<file path="config.mk">
export PLATFORM = sky130hd
export DESIGN_NAME = bsg_axil_store_unpacker_flat
export DESIGN_NICKNAME = d
export VERILOG_FILES = /design/src/rtl/bsg_axil_store_unpacker_if.sv /design/src/rtl/bsg_axil_store_unpacker.sv /design/src/flat_wrapper.sv
export SDC_FILE = /design/constraint.sdc
export NUM_CORES = 1
export LEC_CHECK = 0
export CORE_MARGIN = 1.5
export CORE_UTILIZATION = 30
export DETAILED_ROUTE_END_ITERATION = 10
export PLACE_DENSITY_LB_ADDON = 0.1
export SLEW_MARGIN = 25
export SYNTH_ARGS = -nofsm -noshare
export SYNTH_HDL_FRONTEND = slang
export SYNTH_SLANG_ARGS = --single-unit
</file>
<file path="constraint.sdc">
create_clock -name clk_i -period 1.5 [get_ports clk_i]
set_input_delay 0.3 -clock clk_i [delete_from_list [all_inputs] [get_ports clk_i]]
set_output_delay 0.3 -clock clk_i [all_outputs]
set_load 0.05 [all_outputs]
</file>
<file path="src/rtl/bsg_axil_store_unpacker_if.sv">
// Bundle of the packed command/response streams and the AXI4-Lite master bus.
// The master modport is the unpacker; the slave modport is the environment.
interface bsg_axil_store_unpacker_if #(
    parameter int axil_addr_width_p = 32,
    parameter int axil_data_width_p = 32
);
    logic [axil_data_width_p-1:0]   data_i;
    logic                           v_i;
    logic                           ready_o;
    logic [axil_data_width_p-1:0]   data_o;
    logic                           v_o;
    logic                           ready_i;

    logic [axil_addr_width_p-1:0]   m_axil_awaddr_o;
    logic [2:0]                     m_axil_awprot_o;
    logic                           m_axil_awvalid_o;
    logic                           m_axil_awready_i;
    logic [axil_data_width_p-1:0]   m_axil_wdata_o;
    logic [axil_data_width_p/8-1:0] m_axil_wstrb_o;
    logic                           m_axil_wvalid_o;
    logic                           m_axil_wready_i;
    logic [1:0]                     m_axil_bresp_i;
    logic                           m_axil_bvalid_i;
    logic                           m_axil_bready_o;
    logic [axil_addr_width_p-1:0]   m_axil_araddr_o;
    logic [2:0]                     m_axil_arprot_o;
    logic                           m_axil_arvalid_o;
    logic                           m_axil_arready_i;
    logic [axil_data_width_p-1:0]   m_axil_rdata_i;
    logic [1:0]                     m_axil_rresp_i;
    logic                           m_axil_rvalid_i;
    logic                           m_axil_rready_o;

    modport master (
        input  data_i, v_i, ready_i,
        output ready_o, data_o, v_o,
        output m_axil_awaddr_o, m_axil_awprot_o, m_axil_awvalid_o,
        input  m_axil_awready_i,
        output m_axil_wdata_o, m_axil_wstrb_o, m_axil_wvalid_o,
        input  m_axil_wready_i,
        input  m_axil_bresp_i, m_axil_bvalid_i,
        output m_axil_bready_o,
        output m_axil_araddr_o, m_axil_arprot_o, m_axil_arvalid_o,
        input  m_axil_arready_i,
        input  m_axil_rdata_i, m_axil_rresp_i, m_axil_rvalid_i,
        output m_axil_rready_o
    );

    modport slave (
        output data_i, v_i, ready_i,
        input  ready_o, data_o, v_o,
        input  m_axil_awaddr_o, m_axil_awprot_o, m_axil_awvalid_o,
        output m_axil_awready_i,
        input  m_axil_wdata_o, m_axil_wstrb_o, m_axil_wvalid_o,
        output m_axil_wready_i,
        output m_axil_bresp_i, m_axil_bvalid_i,
        input  m_axil_bready_o,
        input  m_axil_araddr_o, m_axil_arprot_o, m_axil_arvalid_o,
        output m_axil_arready_i,
        output m_axil_rdata_i, m_axil_rresp_i, m_axil_rvalid_i,
        input  m_axil_rready_o
    );
endinterface

</file>
<file path="src/rtl/bsg_axil_store_unpacker.sv">
// Unpacks {wnr, addr, data} command words into single-outstanding AXI4-Lite
// transactions and returns load data as a response word.
module bsg_axil_store_unpacker #(
    parameter int axil_addr_width_p = 32,
    parameter int axil_data_width_p = 32,
    parameter int payload_data_width_p = 8,
    parameter logic [axil_addr_width_p-1:0] base_addr_p = '0
) (
    input  logic clk_i,
    input  logic reset_n_i,
    bsg_axil_store_unpacker_if.master bus,
    output logic error_o
);
    localparam int dw_lp = axil_data_width_p;
    localparam int pw_lp = payload_data_width_p;
    localparam int strb_w_lp = dw_lp/8;
    localparam int pstrb_w_lp = pw_lp/8;
    localparam logic [strb_w_lp-1:0] wstrb_lp =
        {{(strb_w_lp-pstrb_w_lp){1'b0}}, {pstrb_w_lp{1'b1}}};

    typedef enum logic [2:0] {
        e_ready, e_write, e_write_resp, e_read_req, e_read_resp, e_read_data
    } state_e;

    state_e                       state_r, state_n;
    logic [axil_addr_width_p-1:0] addr_r;
    logic [pw_lp-1:0]             pdata_r;
    logic [dw_lp-1:0]             rdata_r;
    logic                         aw_done_r, w_done_r, error_r;
    logic                         accept, awvalid, wvalid, aw_fire, w_fire, b_fire, r_fire;
    logic                         unused_rdata;

    assign accept  = bus.v_i & (state_r == e_ready);
    assign awvalid = (state_r == e_write) & ~aw_done_r;
    assign wvalid  = (state_r == e_write) & ~w_done_r;
    assign aw_fire = awvalid & bus.m_axil_awready_i;
    assign w_fire  = wvalid & bus.m_axil_wready_i;
    assign b_fire  = (state_r == e_write_resp) & bus.m_axil_bvalid_i;
    assign r_fire  = (state_r == e_read_resp) & bus.m_axil_rvalid_i;
    assign unused_rdata = ^bus.m_axil_rdata_i[dw_lp-1:pw_lp];

    always_comb begin
        state_n = state_r;
        unique case (state_r)
            e_ready:      if (bus.v_i) state_n = bus.data_i[dw_lp-1] ? e_write : e_read_req;
            // AW and W may complete in either order or together
            e_write:      if ((aw_done_r | aw_fire) & (w_done_r | w_fire)) state_n = e_write_resp;
            e_write_resp: if (bus.m_axil_bvalid_i) state_n = e_ready;
            e_read_req:   if (bus.m_axil_arready_i) state_n = e_read_resp;
            e_read_resp:  if (bus.m_axil_rvalid_i) state_n = e_read_data;
            e_read_data:  if (bus.ready_i) state_n = e_ready;
            default:      state_n = e_ready;
        endcase
    end

    always_ff @(posedge clk_i or negedge reset_n_i) begin
        if (!reset_n_i) begin
            state_r   <= e_ready;
            addr_r    <= '0;
            pdata_r   <= '0;
            rdata_r   <= '0;
            aw_done_r <= 1'b0;
            w_done_r  <= 1'b0;
            error_r   <= 1'b0;
        end else begin
            state_r <= state_n;
            if (accept) begin
                addr_r    <= axil_addr_width_p'(bus.data_i[dw_lp-2:pw_lp]) + base_addr_p;
                pdata_r   <= bus.data_i[pw_lp-1:0];
                aw_done_r <= 1'b0;
                w_done_r  <= 1'b0;
            end
            if (aw_fire) aw_done_r <= 1'b1;
            if (w_fire)  w_done_r  <= 1'b1;
            if (b_fire && bus.m_axil_bresp_i != 2'b00) error_r <= 1'b1;
            if (r_fire) begin
                rdata_r <= dw_lp'(bus.m_axil_rdata_i[pw_lp-1:0]);
                if (bus.m_axil_rresp_i != 2'b00) error_r <= 1'b1;
            end
        end
    end

    assign bus.ready_o          = (state_r == e_ready);
    assign bus.v_o              = (state_r == e_read_data);
    assign bus.data_o           = (state_r == e_read_data) ? rdata_r : '0;
    assign bus.m_axil_awaddr_o  = addr_r;
    assign bus.m_axil_awprot_o  = 3'b000;
    assign bus.m_axil_awvalid_o = awvalid;
    assign bus.m_axil_wdata_o   = dw_lp'(pdata_r);
    assign bus.m_axil_wstrb_o   = wstrb_lp;
    assign bus.m_axil_wvalid_o  = wvalid;
    assign bus.m_axil_bready_o  = (state_r == e_write_resp);
    assign bus.m_axil_araddr_o  = addr_r;
    assign bus.m_axil_arprot_o  = 3'b000;
    assign bus.m_axil_arvalid_o = (state_r == e_read_req);
    assign bus.m_axil_rready_o  = (state_r == e_read_resp);
    assign error_o              = error_r;
endmodule

</file>
<file path="src/flat_wrapper.sv">
// flat-port wrapper written by rule: the top's interface ports become plain ports
module bsg_axil_store_unpacker_flat 
#(
    parameter int axil_addr_width_p = 32,
    parameter int axil_data_width_p = 32,
    parameter int payload_data_width_p = 8,
    parameter logic [axil_addr_width_p-1:0] base_addr_p = '0
)
  (clk_i, reset_n_i, error_o, bus_data_i, bus_v_i, bus_ready_i, bus_ready_o, bus_data_o, bus_v_o, bus_m_axil_awaddr_o, bus_m_axil_awprot_o, bus_m_axil_awvalid_o, bus_m_axil_awready_i, bus_m_axil_wdata_o, bus_m_axil_wstrb_o, bus_m_axil_wvalid_o, bus_m_axil_wready_i, bus_m_axil_bresp_i, bus_m_axil_bvalid_i, bus_m_axil_bready_o, bus_m_axil_araddr_o, bus_m_axil_arprot_o, bus_m_axil_arvalid_o, bus_m_axil_arready_i, bus_m_axil_rdata_i, bus_m_axil_rresp_i, bus_m_axil_rvalid_i, bus_m_axil_rready_o);
  bsg_axil_store_unpacker_if #(.axil_addr_width_p(axil_addr_width_p), .axil_data_width_p(axil_data_width_p)) bus_i ();
  input  logic clk_i;
  input  logic reset_n_i;
  output logic error_o;
  input wire logic [$bits(bus_i.data_i)-1:0] bus_data_i;
  input wire logic [$bits(bus_i.v_i)-1:0] bus_v_i;
  input wire logic [$bits(bus_i.ready_i)-1:0] bus_ready_i;
  output wire logic [$bits(bus_i.ready_o)-1:0] bus_ready_o;
  output wire logic [$bits(bus_i.data_o)-1:0] bus_data_o;
  output wire logic [$bits(bus_i.v_o)-1:0] bus_v_o;
  output wire logic [$bits(bus_i.m_axil_awaddr_o)-1:0] bus_m_axil_awaddr_o;
  output wire logic [$bits(bus_i.m_axil_awprot_o)-1:0] bus_m_axil_awprot_o;
  output wire logic [$bits(bus_i.m_axil_awvalid_o)-1:0] bus_m_axil_awvalid_o;
  input wire logic [$bits(bus_i.m_axil_awready_i)-1:0] bus_m_axil_awready_i;
  output wire logic [$bits(bus_i.m_axil_wdata_o)-1:0] bus_m_axil_wdata_o;
  output wire logic [$bits(bus_i.m_axil_wstrb_o)-1:0] bus_m_axil_wstrb_o;
  output wire logic [$bits(bus_i.m_axil_wvalid_o)-1:0] bus_m_axil_wvalid_o;
  input wire logic [$bits(bus_i.m_axil_wready_i)-1:0] bus_m_axil_wready_i;
  input wire logic [$bits(bus_i.m_axil_bresp_i)-1:0] bus_m_axil_bresp_i;
  input wire logic [$bits(bus_i.m_axil_bvalid_i)-1:0] bus_m_axil_bvalid_i;
  output wire logic [$bits(bus_i.m_axil_bready_o)-1:0] bus_m_axil_bready_o;
  output wire logic [$bits(bus_i.m_axil_araddr_o)-1:0] bus_m_axil_araddr_o;
  output wire logic [$bits(bus_i.m_axil_arprot_o)-1:0] bus_m_axil_arprot_o;
  output wire logic [$bits(bus_i.m_axil_arvalid_o)-1:0] bus_m_axil_arvalid_o;
  input wire logic [$bits(bus_i.m_axil_arready_i)-1:0] bus_m_axil_arready_i;
  input wire logic [$bits(bus_i.m_axil_rdata_i)-1:0] bus_m_axil_rdata_i;
  input wire logic [$bits(bus_i.m_axil_rresp_i)-1:0] bus_m_axil_rresp_i;
  input wire logic [$bits(bus_i.m_axil_rvalid_i)-1:0] bus_m_axil_rvalid_i;
  output wire logic [$bits(bus_i.m_axil_rready_o)-1:0] bus_m_axil_rready_o;
  assign bus_i.data_i = bus_data_i;
  assign bus_i.v_i = bus_v_i;
  assign bus_i.ready_i = bus_ready_i;
  assign bus_ready_o = bus_i.ready_o;
  assign bus_data_o = bus_i.data_o;
  assign bus_v_o = bus_i.v_o;
  assign bus_m_axil_awaddr_o = bus_i.m_axil_awaddr_o;
  assign bus_m_axil_awprot_o = bus_i.m_axil_awprot_o;
  assign bus_m_axil_awvalid_o = bus_i.m_axil_awvalid_o;
  assign bus_i.m_axil_awready_i = bus_m_axil_awready_i;
  assign bus_m_axil_wdata_o = bus_i.m_axil_wdata_o;
  assign bus_m_axil_wstrb_o = bus_i.m_axil_wstrb_o;
  assign bus_m_axil_wvalid_o = bus_i.m_axil_wvalid_o;
  assign bus_i.m_axil_wready_i = bus_m_axil_wready_i;
  assign bus_i.m_axil_bresp_i = bus_m_axil_bresp_i;
  assign bus_i.m_axil_bvalid_i = bus_m_axil_bvalid_i;
  assign bus_m_axil_bready_o = bus_i.m_axil_bready_o;
  assign bus_m_axil_araddr_o = bus_i.m_axil_araddr_o;
  assign bus_m_axil_arprot_o = bus_i.m_axil_arprot_o;
  assign bus_m_axil_arvalid_o = bus_i.m_axil_arvalid_o;
  assign bus_i.m_axil_arready_i = bus_m_axil_arready_i;
  assign bus_i.m_axil_rdata_i = bus_m_axil_rdata_i;
  assign bus_i.m_axil_rresp_i = bus_m_axil_rresp_i;
  assign bus_i.m_axil_rvalid_i = bus_m_axil_rvalid_i;
  assign bus_m_axil_rready_o = bus_i.m_axil_rready_o;
  bsg_axil_store_unpacker #(.axil_addr_width_p(axil_addr_width_p), .axil_data_width_p(axil_data_width_p), .payload_data_width_p(payload_data_width_p), .base_addr_p(base_addr_p)) u_core (.clk_i(clk_i), .reset_n_i(reset_n_i), .bus(bus_i), .error_o(error_o));
endmodule
</file>
# Yosys cells after proc, flatten, opt, wreduce, memory -nomap -nowiden
# Index checks and enable logic that the tools add are counted.
[word_totals] register_bits=45 latchBits=0 ramBits=0 rom_bits=0 in_bits=77 output_inout_bits=146 memories=0
[classes] n_addsub=0 mul=0 div_mod_pow=0 magnitude_cmp=0 eq_ne=11 n_shift=0 mux=15 bitwise_logic=12 reduce_logical=7
[ops] op="two-way mux 3 bit" count=6
[ops] op="case mux 3 bit (6 select lines)" count=1
[ops] op="!= test 2 bit (second input constant)" count=5
[ops] op="bitwise AND 1 bit" count=8
[ops] op="two-way mux 8 bit" count=1
[ops] op="nonzero test 2 bit" count=4
[ops] op="equality test 3 x 2 -> 1 bit (second input constant)" count=2
[ops] op="equality test 3 bit (second input constant)" count=2
[ops] op="two-way mux 1 bit" count=6
[ops] op="AND reduction 6 bit" count=1
[ops] op="equality test 3 x 1 -> 1 bit (second input constant)" count=1
[ops] op="logical NOT 3 bit" count=1
[ops] op="two-way mux 2 bit" count=1
[ops] op="!= test 2 x 1 -> 1 bit (second input constant)" count=1
[ops] op="NOT 1 bit" count=2
[ops] op="OR 1 bit" count=2
[ops] op="logical AND 1 bit" count=1

# Depth between registers and ports, before layout
# Gate-level depths: netlist of the first run.
[depth] word_depth=7 ltp_mapped=6 depth_no_buf=3

# Worst setup path after synthesis of the first run
# OpenSTA, ideal clock, no wires.
[synth_path] kind="register to register" from="register u_core.state_r[1]" to="register u_core.rdata_r[0]" t_arrival_ns=2.392 required_time_ns=1.375 path_slack_ns=-1.017 path_stages_with_launch=6 synth_period_minus_slack_ns=2.517 path_cell_list="dfrtp_1 buf_6 nor3b_1 and2_1 buf_6 mux2_2"
[synth_via] elab_chain_len=2
[synth_rtl] element="start, declared" line="bsg_axil_store_unpacker.sv:25" source="state_e state_r, state_n;"
[synth_rtl] element="start signal, assigned" line="bsg_axil_store_unpacker.sv:58" source="state_r <= e_ready;"
[synth_rtl] element="start signal, assigned" line="bsg_axil_store_unpacker.sv:66" source="state_r <= state_n;"
[synth_rtl] element="equality test 3 bit"
[synth_rtl] element="named net bus_m_axil_rready_o" line="flat_wrapper.sv:38" source="output wire logic [$bits(bus_i.m_axil_rready_o)-1:0] bus_m_axil_rready_o;"
[synth_rtl] element="bitwise AND 1 bit" line="bsg_axil_store_unpacker.sv:39" source="assign r_fire = (state_r == e_read_resp) & bus.m_axil_rvalid_i;"
[synth_rtl] element="end signal, assigned" line="bsg_axil_store_unpacker.sv:77" source="rdata_r <= dw_lp'(bus.m_axil_rdata_i[pw_lp-1:0]);"
[synth_rtl] element="end, declared" line="bsg_axil_store_unpacker.sv:28" source="logic [dw_lp-1:0] rdata_r;"
# The timed path passes the listed nets, and every way through them passes these cells.
# A chain may end at the register's enable or synchronous reset.

# Final worst setup path of the first run
[layout_path] from="register u_core.state_r[0]" to="output port bus_m_axil_rready_o"
[layout_via] elab_chain_len=1
[layout_rtl] element="equality test 3 bit" line="bsg_axil_store_unpacker.sv:96" source="assign bus.m_axil_rready_o = (state_r == e_read_resp);"
[layout_rtl] element="end, declared" line="flat_wrapper.sv:38"
# No other way between the ends.

==> PnR_summary.wiki, run 1 <==
{| class="wikitable"
! Metric !! Value
|-
| Grt met1 use || 17.8%
|-
| Shortest period the worst path allows || 1630 ps
|-
| Worst endpoint data arrival time || 1330 ps
|-
| Number of buffers added by the clock tree synthesis step || 5
|-
| Post-synthesis average cell area || 12.0 sq um
|-
| Library cell occupying the most area in the post-synthesis netlist || dfrtp_1
|-
| Signed area change from the synthesized netlist to the final layout || 73.8%
|-
| Kind of end point of the critical path || primary output
|-
| I/O pins || 223
|-
| Static leakage power || 0.00229 uW
|-
| Netlist Area Pre-Place || 0.00283 sq mm
|-
| Routing usage on met3 || 2.51%
|-
| Number of max-capacitance violations reported || 0
|-
| Cell Count Post-Placement || 449
|-
| Most frequent cell after synthesis || buf_4
|-
| Number of buffers on the longest clock path || 2
|-
| Chip Height || 100 microns
|-
| Core region area || 0.00920 sq mm
|-
| Hold crit path type || in -> async
|-
| Violated checks || setup timing
|-
| Worst IR Drop VDD || 1.15 mV
|-
| Placed wire-length estimate after detailed placement || 4880 microns
|-
| TritonCTS clock tree || built
|-
| Required time worst endpoint || 1200 ps
|-
| Gate Count Post-Synth || 236
|-
| Maximum number of pins on one net before global-route repair || 27
|-
| Via count of the first global-routing pass || 1768
|-
| Highest fanout seen on the critical path || 5
|-
| Seq cells post-synth || 45
|-
| FP Rows || 35
|-
| Clock-pin slew on the worst setup and hold paths || 90 ps
|-
| Final Hold Slack || 439 ps
|-
| Met2 layer usage reported by global route || 19.1%
|-
| Antenna violations before repair || 0
|-
| Buffer type at the clock tree root || clkbuf_8
|-
| Number of failing hold endpoints at the final stage || 0
|-
| Starting DRC count in detailed routing || 26
|-
| Detail Route Antenna Nets || 0
|-
| Fin Clk Skew || 9.43 ps
|-
| Final count of negative-setup-slack endpoints || 47
|-
| Sequential fraction of the synthesis area || 39.8%
|-
| Final RePlAce weighted congestion || 0.801
|-
| Number of inserted diodes || 0
|-
| Detailed-routing iteration count for the pre-antenna-repair pass || 4
|-
| Share of Yosys cell area claimed by the top area cell type || 39.8%
|-
| Max Freq || 0.613 GHz
|-
| Max Slew Vio Count || 0
|-
| Clock sink count || 45
|-
| Most used flip-flop cell after synthesis || dfrtp_1
|-
| Initial Utilization || 30.8%
|-
| Count of flip-flops with a built-in enable after synthesis || 0
|-
| Global Route Usage Sum || 12.5%
|-
| Number of distinct library cell variants in the gate-level netlist after synthesis || 33
|-
| I/O Buffers || 122
|-
| Proportion of layout cells with a drive suffix above 1 || 49.3%
|-
| Drt wl/cell || 13.5 microns
|-
| Die Area || 0.0100 sq mm
|-
| Global-route wire length before repair || 9760 microns
|-
| Net count, final || 441
|-
| Final WL || 6440 microns
|-
| Yosys warning total || 0
|-
| Drc violations || 0
|-
| Most used routing layer || met2
|-
| Pwr/cell area || 2730 mW/mm^2
|-
| Final global-route overflow total || 0
|-
| Synth async-reset ratio || 100%
|-
| Largest cells by area after synthesis || dfrtp_1, buf_4, mux2_4, mux2_2, buf_12
|-
| Via count || 1873
|-
| Number of vias per cell || 3.93
|-
| Final period util || 109%
|-
| CTS H-tree lvls || 2
|-
| Post-synth top cells || buf_4, dfrtp_1, mux2_4
|-
| Critical path type || reg -> out
|-
| Outcome || finished with violations
|-
| Post-route setup slack || -131 ps
|-
| Latest clock arrival within the worst-skew pair || 290 ps
|-
| Setup repair after global routing missed its margin || true
|-
| Non-filler cells in the finished layout || 476
|-
| CP startpoint kind || register
|-
| Horizontal extent of the die || 100 microns
|}
layer usage:
metal	wire (microns)	share of wire, %
met1	2900	45
met3	471	7.3
met5	0	0
met2	2990	46
met4	77	1.2
per-stage QoR:
step	setup WS [ps]	total power, uW	util (%)	instance area, sq um	TNS (ps)
global placement	-130	12000	49.4	4550	-3530
finish	-131	13400	53.5	4920	-4690
floorplan	-345	8210	-	3210	-13330
detailed placement	-137	12100	49.4	4550	-4210
global route	-212	14000	53.5	4920	-7840
CTS	-134	13300	52.3	4810	-3980
final cells by class:
type | count | area (sq um)
fillers | 813 | 4280
repair buffers | 154 | 2280
multi-input cells | 156 | 1280
flip-flops and latches | 45 | 1130
well taps | 111 | 139
clock buffers | 6 | 72.6
clock inverters | 2 | 10.0
inverters | 2 | 10.0
logic make-up (layout without fill, tap and decap cells):
logic type	Yosys count	after routing	share of synthesized area, %
flops	45	45	39.8
buf+inv	110	164	30.6
simple gates	27	28	6.01
compound gates	9	9	2.61
other cells	2	76	0.265
mux	43	43	20.7
power by group:
group	switching (uW)	internal (uW)
Clock	416	324
Sequential	903	1830
Combinational	4850	5090
Total	6170	7250
state kept, by name, indices dropped and copies added, names as in the netlist:
name,cells
u_core.pdata_r,8
u_core.w_done_r,1
u_core.error_o,1
u_core.state_r,3
u_core.bus.m_axil_araddr_o,23
u_core.aw_done_r,1
u_core.rdata_r,8
path summary, 6_finish.rpt:
path,startpoint,end,slack (ps),cells after the start
setup reg to reg,u_core.state_r[1],u_core.pdata_r[7],-120,5
hold reg to reg,u_core.rdata_r[7],u_core.rdata_r[7],520,1
max in group asynchronous,reset_n_i,u_core.state_r[0],610,3
min in group clk_i,u_core.rdata_r[7],u_core.rdata_r[7],520,1
setup / recovery,u_core.state_r[0],bus_m_axil_rready_o,-130,4
hold / removal,reset_n_i,u_core.bus.m_axil_araddr_o[18],440,2
cells in the final DEF, fill, tap and decap left out, drive strengths merged, types with 2 or more instances in the layout:
| cell type | n |
|---|---|
| and2 | 10 |
| mux2 | 41 |
| nor2 | 2 |
| mux2i | 2 |
| conb | 76 |
| clkinv | 2 |
| buf | 100 |
| nand2 | 3 |
| clkbuf | 8 |
| a21oi | 2 |
| and3 | 3 |
| nor3b | 2 |
| inv | 2 |
| nor3 | 2 |
| dfrtp | 45 |
| clkdlybuf4s50 | 51 |
worst max-delay path, stage by stage, from the launching register on:
cell	delay, ps
dfrtp_2	450
buf_6	130
nor3b_4	190
buf_4	150
buf_12	120
timing repair:
action                                  4_1_cts  5_1_grt
cloned                                        1        2
buffers inserted                             11        4
hold buffers                                  1        0
endpoints found under the hold margin        11        0
resized for setup                            22        7
endpoints found under the setup margin       16       56
pin swaps                                     8        5
Note: power is estimated with default switching activity, not from simulation.
==> inputs of run 2 (changes only) <==
CORE_UTILIZATION = 36   (was 30)
clock period = 1.9 ns   (was 1.5 ns; I/O delays follow)
==> run 2 against run 1 <==
Compared with the run above:
- critical endpoint is now bus_m_axil_awaddr_o[14]
- count of clock-buffer cells in the layout down 1
- sequential cell count unchanged
- the run now ends clean
- clock skew down 5.1 ps
- largest cell class unchanged
==> PnR_summary.wiki, run 2 (synthesized netlist as in run 1, its figures left out) <==
{| class="wikitable"
! Metric !! Value
|-
| Power, Total || 8240 uW (-39%)
|-
| Final period util || 97.8%
|-
| Drc violations || 0 (unchanged)
|-
| Critical path buffer and inverter count || 1 (-2)
|-
| Pwr/cell area || 2050 mW/mm^2 (-25%)
|-
| Final count of negative-setup-slack endpoints || 0 (-100%)
|-
| Detailed-routing iteration count for the pre-antenna-repair pass || 3 (-1)
|-
| Number of buffers added by the clock tree synthesis step || 5 (unchanged)
|-
| Most common cell after layout, fill and taps aside || conb_1
|-
| TritonCTS clock tree || built
|-
| Final RePlAce weighted congestion || 0.781 (-2.5%)
|-
| Placed Instance Area || 0.00384 sq mm (-16%)
|-
| Starting DRC count in detailed routing || 39 (+50%)
|-
| Critical path type || reg -> out
|-
| Max Slew Vio Count || 0 (unchanged)
|-
| Non-filler cells in the finished layout || 445 (-6.5%)
|-
| Final WL || 5590 microns (-13%)
|-
| Worst endpoint data arrival time || 1480 ps (+150 ps)
|-
| I/O pins || 223 (unchanged)
|-
| Routing usage on met3 || 3.65% (+1.1 points)
|-
| Hold crit path type || in -> async
|-
| Number of max-capacitance violations reported || 0 (unchanged)
|-
| Core region area || 0.00769 sq mm (-16%)
|-
| Number of vias per cell || 3.98 (+1.1%)
|-
| Placed wire-length estimate after detailed placement || 4170 microns (-14%)
|-
| Post-route setup slack || 41.8 ps (+173 ps)
|-
| Latest clock arrival within the worst-skew pair || 290 ps (about the same)
|-
| CTS H-tree lvls || 2 (unchanged)
|-
| CP delay by family, top || buffers and inverters
|-
| Delay of the slowest cell on the worst path || 810 ps (+360 ps)
|-
| Hold Buf Count CTS || 0 (-1)
|-
| Worst IR Drop VDD || 0.774 mV (-33%)
|-
| Minimum setup slack after placement || 95.6 ps (+233 ps)
|-
| Clock-pin slew on the worst setup and hold paths || 90 ps (about the same)
|-
| Detail Route Antenna Nets || 0 (unchanged)
|-
| Slowest cell on the critical path || clkdlybuf4s50_1
|-
| Required time worst endpoint || 1520 ps (+320 ps)
|-
| Number of buffers on the longest clock path || 2 (unchanged)
|-
| Chain of cells forming the critical path || clkdlybuf4s50_1
|-
| Maximum number of pins on one net before global-route repair || 31 (+15%)
|-
| Worst relative slew slack || 65.3%
|-
| Chip Height || 91.7 microns (-8.5%)
|-
| Grt met1 use || 18.4% (+0.58 points)
|-
| Via count || 1770 (-5.5%)
|-
| Fin Clk Skew || 4.33 ps (-5.10 ps)
|-
| Max Freq || 0.538 GHz
|-
| Static leakage power || 0.00205 uW (-11%)
|-
| Proportion of layout cells with a drive suffix above 1 || 30.3% (-19 points)
|-
| Global Route Usage Sum || 13.0% (+0.45 points)
|-
| Sequential cell area || 0.00113 sq mm (-0.11%)
|-
| Post-route core utilization || 52.4% (-1.2 points)
|-
| Number of filler cells placed in the layout || 674 (-17%)
|-
| Flip-flop count of the largest register, all copies and words added || 23 (unchanged)
|-
| Net count, final || 419 (-5.0%)
|-
| CP startpoint kind || register
|-
| Drt wl/cell || 12.6 microns (-7.1%)
|-
| I/O Buffers || 122 (unchanged)
|-
| Signed area change from the synthesized netlist to the final layout || 42.2%
|-
| Area occupied by multi-input gates || 0.00115 sq mm (-9.8%)
|-
| Setup repair after global routing missed its margin || false
|-
| Met2 layer usage reported by global route || 19.0% (-0.070 points)
|-
| Clock sink count || 45 (unchanged)
|-
| FP Rows || 32 (-8.6%)
|-
| Most used routing layer || met2
|-
| Buffer type at the clock tree root || clkbuf_8
|-
| Die Area || 0.00841 sq mm (-16%)
|-
| Horizontal extent of the die || 91.7 microns (-8.5%)
|-
| Shortest period the worst path allows || 1860 ps
|-
| Number of failing hold endpoints at the final stage || 0 (unchanged)
|-
| Antenna violations before repair || 0 (unchanged)
|-
| Commonest non-fill, non-tap cells in the layout || conb_1, clkdlybuf4s50_1, dfrtp_1, mux2_4, dlymetal6s2s_1
|-
| Post-route cell area || 0.00403 sq mm (-18%)
|-
| Initial Utilization || 36.8% (+6.0 points)
|-
| Actual slew at the worst max-slew pin || 520 ps
|-
| Final global-route overflow total || 0 (unchanged)
|-
| Cell Count Post-Placement || 433 (-3.6%)
|-
| Kind of end point of the critical path || primary output
|-
| Number of inserted diodes || 0 (unchanged)
|-
| Global-route wire length before repair || 8470 microns (-13%)
|-
| Via count of the first global-routing pass || 1518 (-14%)
|-
| Outcome || finished clean
|-
| Highest fanout seen on the critical path || 3 (-2)
|}
## run 2: cell type report
type,instances,area share (%)
repair buffers,133,37.7
flip-flops and latches,45,28.0
clock inverters,3,0.560
multi-input cells,155,28.6
inverters,2,0.187
well taps,102,3.17
clock buffers,5,1.71
## run 2: repair_timing
action | 4_1_cts | 5_1_grt
endpoints found under the hold margin | 0 | 0
endpoints found under the setup margin | 18 | 36
pin swaps | 0 | 1
resized for setup | 8 | 26
buffers inserted | 0 | 4
## run 2: stage by stage
step / TNS, ps / hold slack [ps]
finish: 0 / 5.18
global route: 0 / 29.8
CTS: 0 / 10.8
detailed placement: 0 / 339
global placement: 0 / 333
floorplan: -606 / 84.4
## run 2: path summary, 6_finish.rpt
| check | start | end | slack (ps) | cells after the start |
|---|---|---|---|---|
| min in group clk_i | u_core.error_o | u_core.error_o | 500 | 1 |
| min reg2reg | u_core.error_o | u_core.error_o | 500 | 1 |
| min | reset_n_i | u_core.bus.m_axil_araddr_o[14] | 5 | 1 |
| max in group asynchronous | reset_n_i | u_core.bus.m_axil_araddr_o[1] | 1390 | 2 |
| max reg2reg | u_core.state_r[1] | u_core.bus.m_axil_araddr_o[22] | 220 | 5 |
| max | u_core.bus.m_axil_araddr_o[14] | bus_m_axil_awaddr_o[14] | 40 | 1 |
## run 2: metal layers
layer	part of all wire, %	vias up	wire length [microns]
met1	44	842	2450
met4	0.79	0	44
li1	-	816	-
met3	10	2	570
met2	45	110	2520
met5	0	-	0
## run 2: power breakdown
group	internal (uW)	switching [uW]
Clock	261	336
Combinational	2240	3620
Sequential	1450	333
Total	3950	4290
==> inputs of run 3 (changes only) <==
==> constraint.sdc (replaced) <==
create_clock -name clk_i -period 1.9 [get_ports clk_i]
set_input_delay 0.38 -clock clk_i [delete_from_list [all_inputs] [get_ports clk_i]]
set_output_delay 0.38 -clock clk_i [all_outputs]
set_load 0.1 [all_outputs]
==> run 3 against run 2 <==
Compared with the run above:
- wire length increased by 4.0%
- cell count increased by 0.22%
- utilization increased by 4.0 points
- setup slack improved by 61 ps
- first-iteration DRC count decreased by 38%
- critical path depth increased by 4
- die area unchanged
==> PnR_summary.wiki, run 3 (synthesized netlist as in run 1, its figures left out) <==
{| class="wikitable"
! Metric !! Value
|-
| Detail Route Antenna Nets || 0 (unchanged)
|-
| Commonest non-fill, non-tap cells in the layout || conb_1, clkdlybuf4s50_1, buf_12, dfrtp_1, mux2_4
|-
| Initial Utilization || 36.8% (unchanged)
|-
| Critical path type || reg -> out
|-
| Signed area change from the synthesized netlist to the final layout || 52.9%
|-
| Highest fanout seen on the critical path || 9 (+6)
|-
| Final period util || 94.6% (-3.2 points)
|-
| Met2 layer usage reported by global route || 22.6% (+3.6 points)
|-
| Final global-route overflow total || 0 (unchanged)
|-
| Placed Instance Area || 0.00419 sq mm (+9.1%)
|-
| Setup repair after global routing missed its margin || false
|-
| Fin Clk Skew || 1.48 ps (-2.85 ps)
|-
| Proportion of layout cells with a drive suffix above 1 || 44.5% (+14 points)
|-
| I/O Buffers || 122 (unchanged)
|-
| Most used routing layer || met2
|-
| Via count || 1797 (+1.5%)
|-
| Non-filler cells in the finished layout || 446 (+0.22%)
|-
| Post-route cell area || 0.00433 sq mm (+7.6%)
|-
| FP Rows || 32 (unchanged)
|-
| Via count of the first global-routing pass || 1709 (+13%)
|-
| Clock sink count || 45 (unchanged)
|-
| Core region area || 0.00769 sq mm (unchanged)
|-
| Kind of end point of the critical path || primary output
|-
| Starting DRC count in detailed routing || 24 (-38%)
|-
| Drt wl/cell || 13.0 microns (+3.8%)
|-
| Clock-pin slew on the worst setup and hold paths || 80 ps (about the same)
|-
| Number of vias per cell || 4.03 (+1.3%)
|-
| Required time worst endpoint || 1520 ps (about the same)
|-
| Number of buffers added by the clock tree synthesis step || 5 (unchanged)
|-
| I/O pins || 223 (unchanged)
|-
| Final count of negative-setup-slack endpoints || 0 (unchanged)
|-
| Hold crit path type || in -> async
|-
| Max Slew Vio Count || 0 (unchanged)
|-
| Routing usage on met3 || 3.32% (-0.33 points)
|-
| Detailed-routing iteration count for the pre-antenna-repair pass || 4 (+1)
|-
| Drc violations || 0 (unchanged)
|-
| Maximum number of pins on one net before global-route repair || 28 (-9.7%)
|-
| TritonCTS clock tree || built
|-
| Outcome || finished clean
|-
| Most common cell after layout, fill and taps aside || conb_1
|-
| Buffer type at the clock tree root || clkbuf_8
|-
| Path depth of the worst reg2reg path || 5 (unchanged)
|-
| Number of filler cells placed in the layout || 661 (-1.9%)
|-
| Net count, final || 421 (+0.48%)
|-
| CTS H-tree lvls || 2 (unchanged)
|-
| Global-route wire length before repair || 9140 microns (+7.9%)
|-
| Number of inserted diodes || 0 (unchanged)
|-
| Global Route Usage Sum || 14.1% (+1.1 points)
|-
| Max Freq || 0.557 GHz (+3.4%)
|-
| Cell Count Post-Placement || 435 (+0.46%)
|-
| Chip Height || 91.7 microns (unchanged)
|-
| Latest clock arrival within the worst-skew pair || 290 ps (about the same)
|-
| Shortest period the worst path allows || 1800 ps (-61.4 ps)
|-
| Final RePlAce weighted congestion || 0.771 (-1.3%)
|-
| Final WL || 5820 microns (+4.0%)
|-
| Worst endpoint data arrival time || 1420 ps (-60 ps)
|-
| Post-route core utilization || 56.3% (+4.0 points)
|-
| Number of max-capacitance violations reported || 0 (unchanged)
|-
| Grt met1 use || 18.7% (+0.26 points)
|-
| CP startpoint kind || register
|-
| Number of buffers on the longest clock path || 2 (unchanged)
|-
| Flip-flop count of the largest register, all copies and words added || 23 (unchanged)
|-
| Number of failing hold endpoints at the final stage || 0 (unchanged)
|-
| Die Area || 0.00841 sq mm (unchanged)
|-
| Antenna violations before repair || 0 (unchanged)
|-
| Horizontal extent of the die || 91.7 microns (unchanged)
|-
| Placed wire-length estimate after detailed placement || 4550 microns (+9.1%)
|}
## run 3: worst paths after layout
path                                        start  slack, ps                              to
worst max register to register  u_core.state_r[0]        190   u_core.bus.m_axil_araddr_o[3]
worst max-delay path            u_core.state_r[1]        100                   bus_data_o[0]
worst min register to register     u_core.error_o        500                  u_core.error_o
min in group clk_i                 u_core.error_o        500                  u_core.error_o
max in group asynchronous               reset_n_i       1370   u_core.bus.m_axil_araddr_o[6]
worst min-delay path                    reset_n_i         30  u_core.bus.m_axil_araddr_o[19]
## run 3: per-layer routing
| layer | wire, microns | vias up | share of wire (%) |
|---|---|---|---|
| met4 | 46 | 0 | 0.79 |
| li1 | - | 812 | - |
| met1 | 2410 | 865 | 41 |
| met2 | 2790 | 116 | 48 |
| met5 | 0 | - | 0 |
| met3 | 568 | 4 | 9.8 |
## run 3: layout make-up
class                      instances  area, sq um  area share (%)
clock buffer                       5         68.8            1.59
clock inverter                     2         35.0           0.809
inverter                           2         7.51           0.173
multi-input combinational        155         1210            28.0
sequential                        45         1130            26.1
tap                              102          128            2.95
timing repair buffer             135         1750            40.5
## run 3: worst max-delay path, stage by stage (launching register included)
cell	delay, ps
dfrtp_1	410
inv_2	60
and3_1	140
buf_4	180
and2_4	170
buf_12	160
## run 3: per-stage QoR
stage	setup TNS (ps)	worst slack, ps	hold WS, ps
2_1_floorplan	-11930	-318	84.4
3_3_place_gp	0	189	366
3_5_place_dp	0	187	359
4_1_cts	0	34.0	30.8
5_1_grt	0	25.1	57.0
6_report	0	103	28.3
## run 3: timing repair
action / 4_1_cts / 5_1_grt
cloned: 0 / 0
buffers inserted: 3 / 1
setup endpoints to repair: 10 / 2
resized for setup: 2 / 1
hold buffers: 0 / 0
Power of run 3 is not shown: default switching activity piles up to over one toggle a cycle in this logic, so the estimate is an artifact.
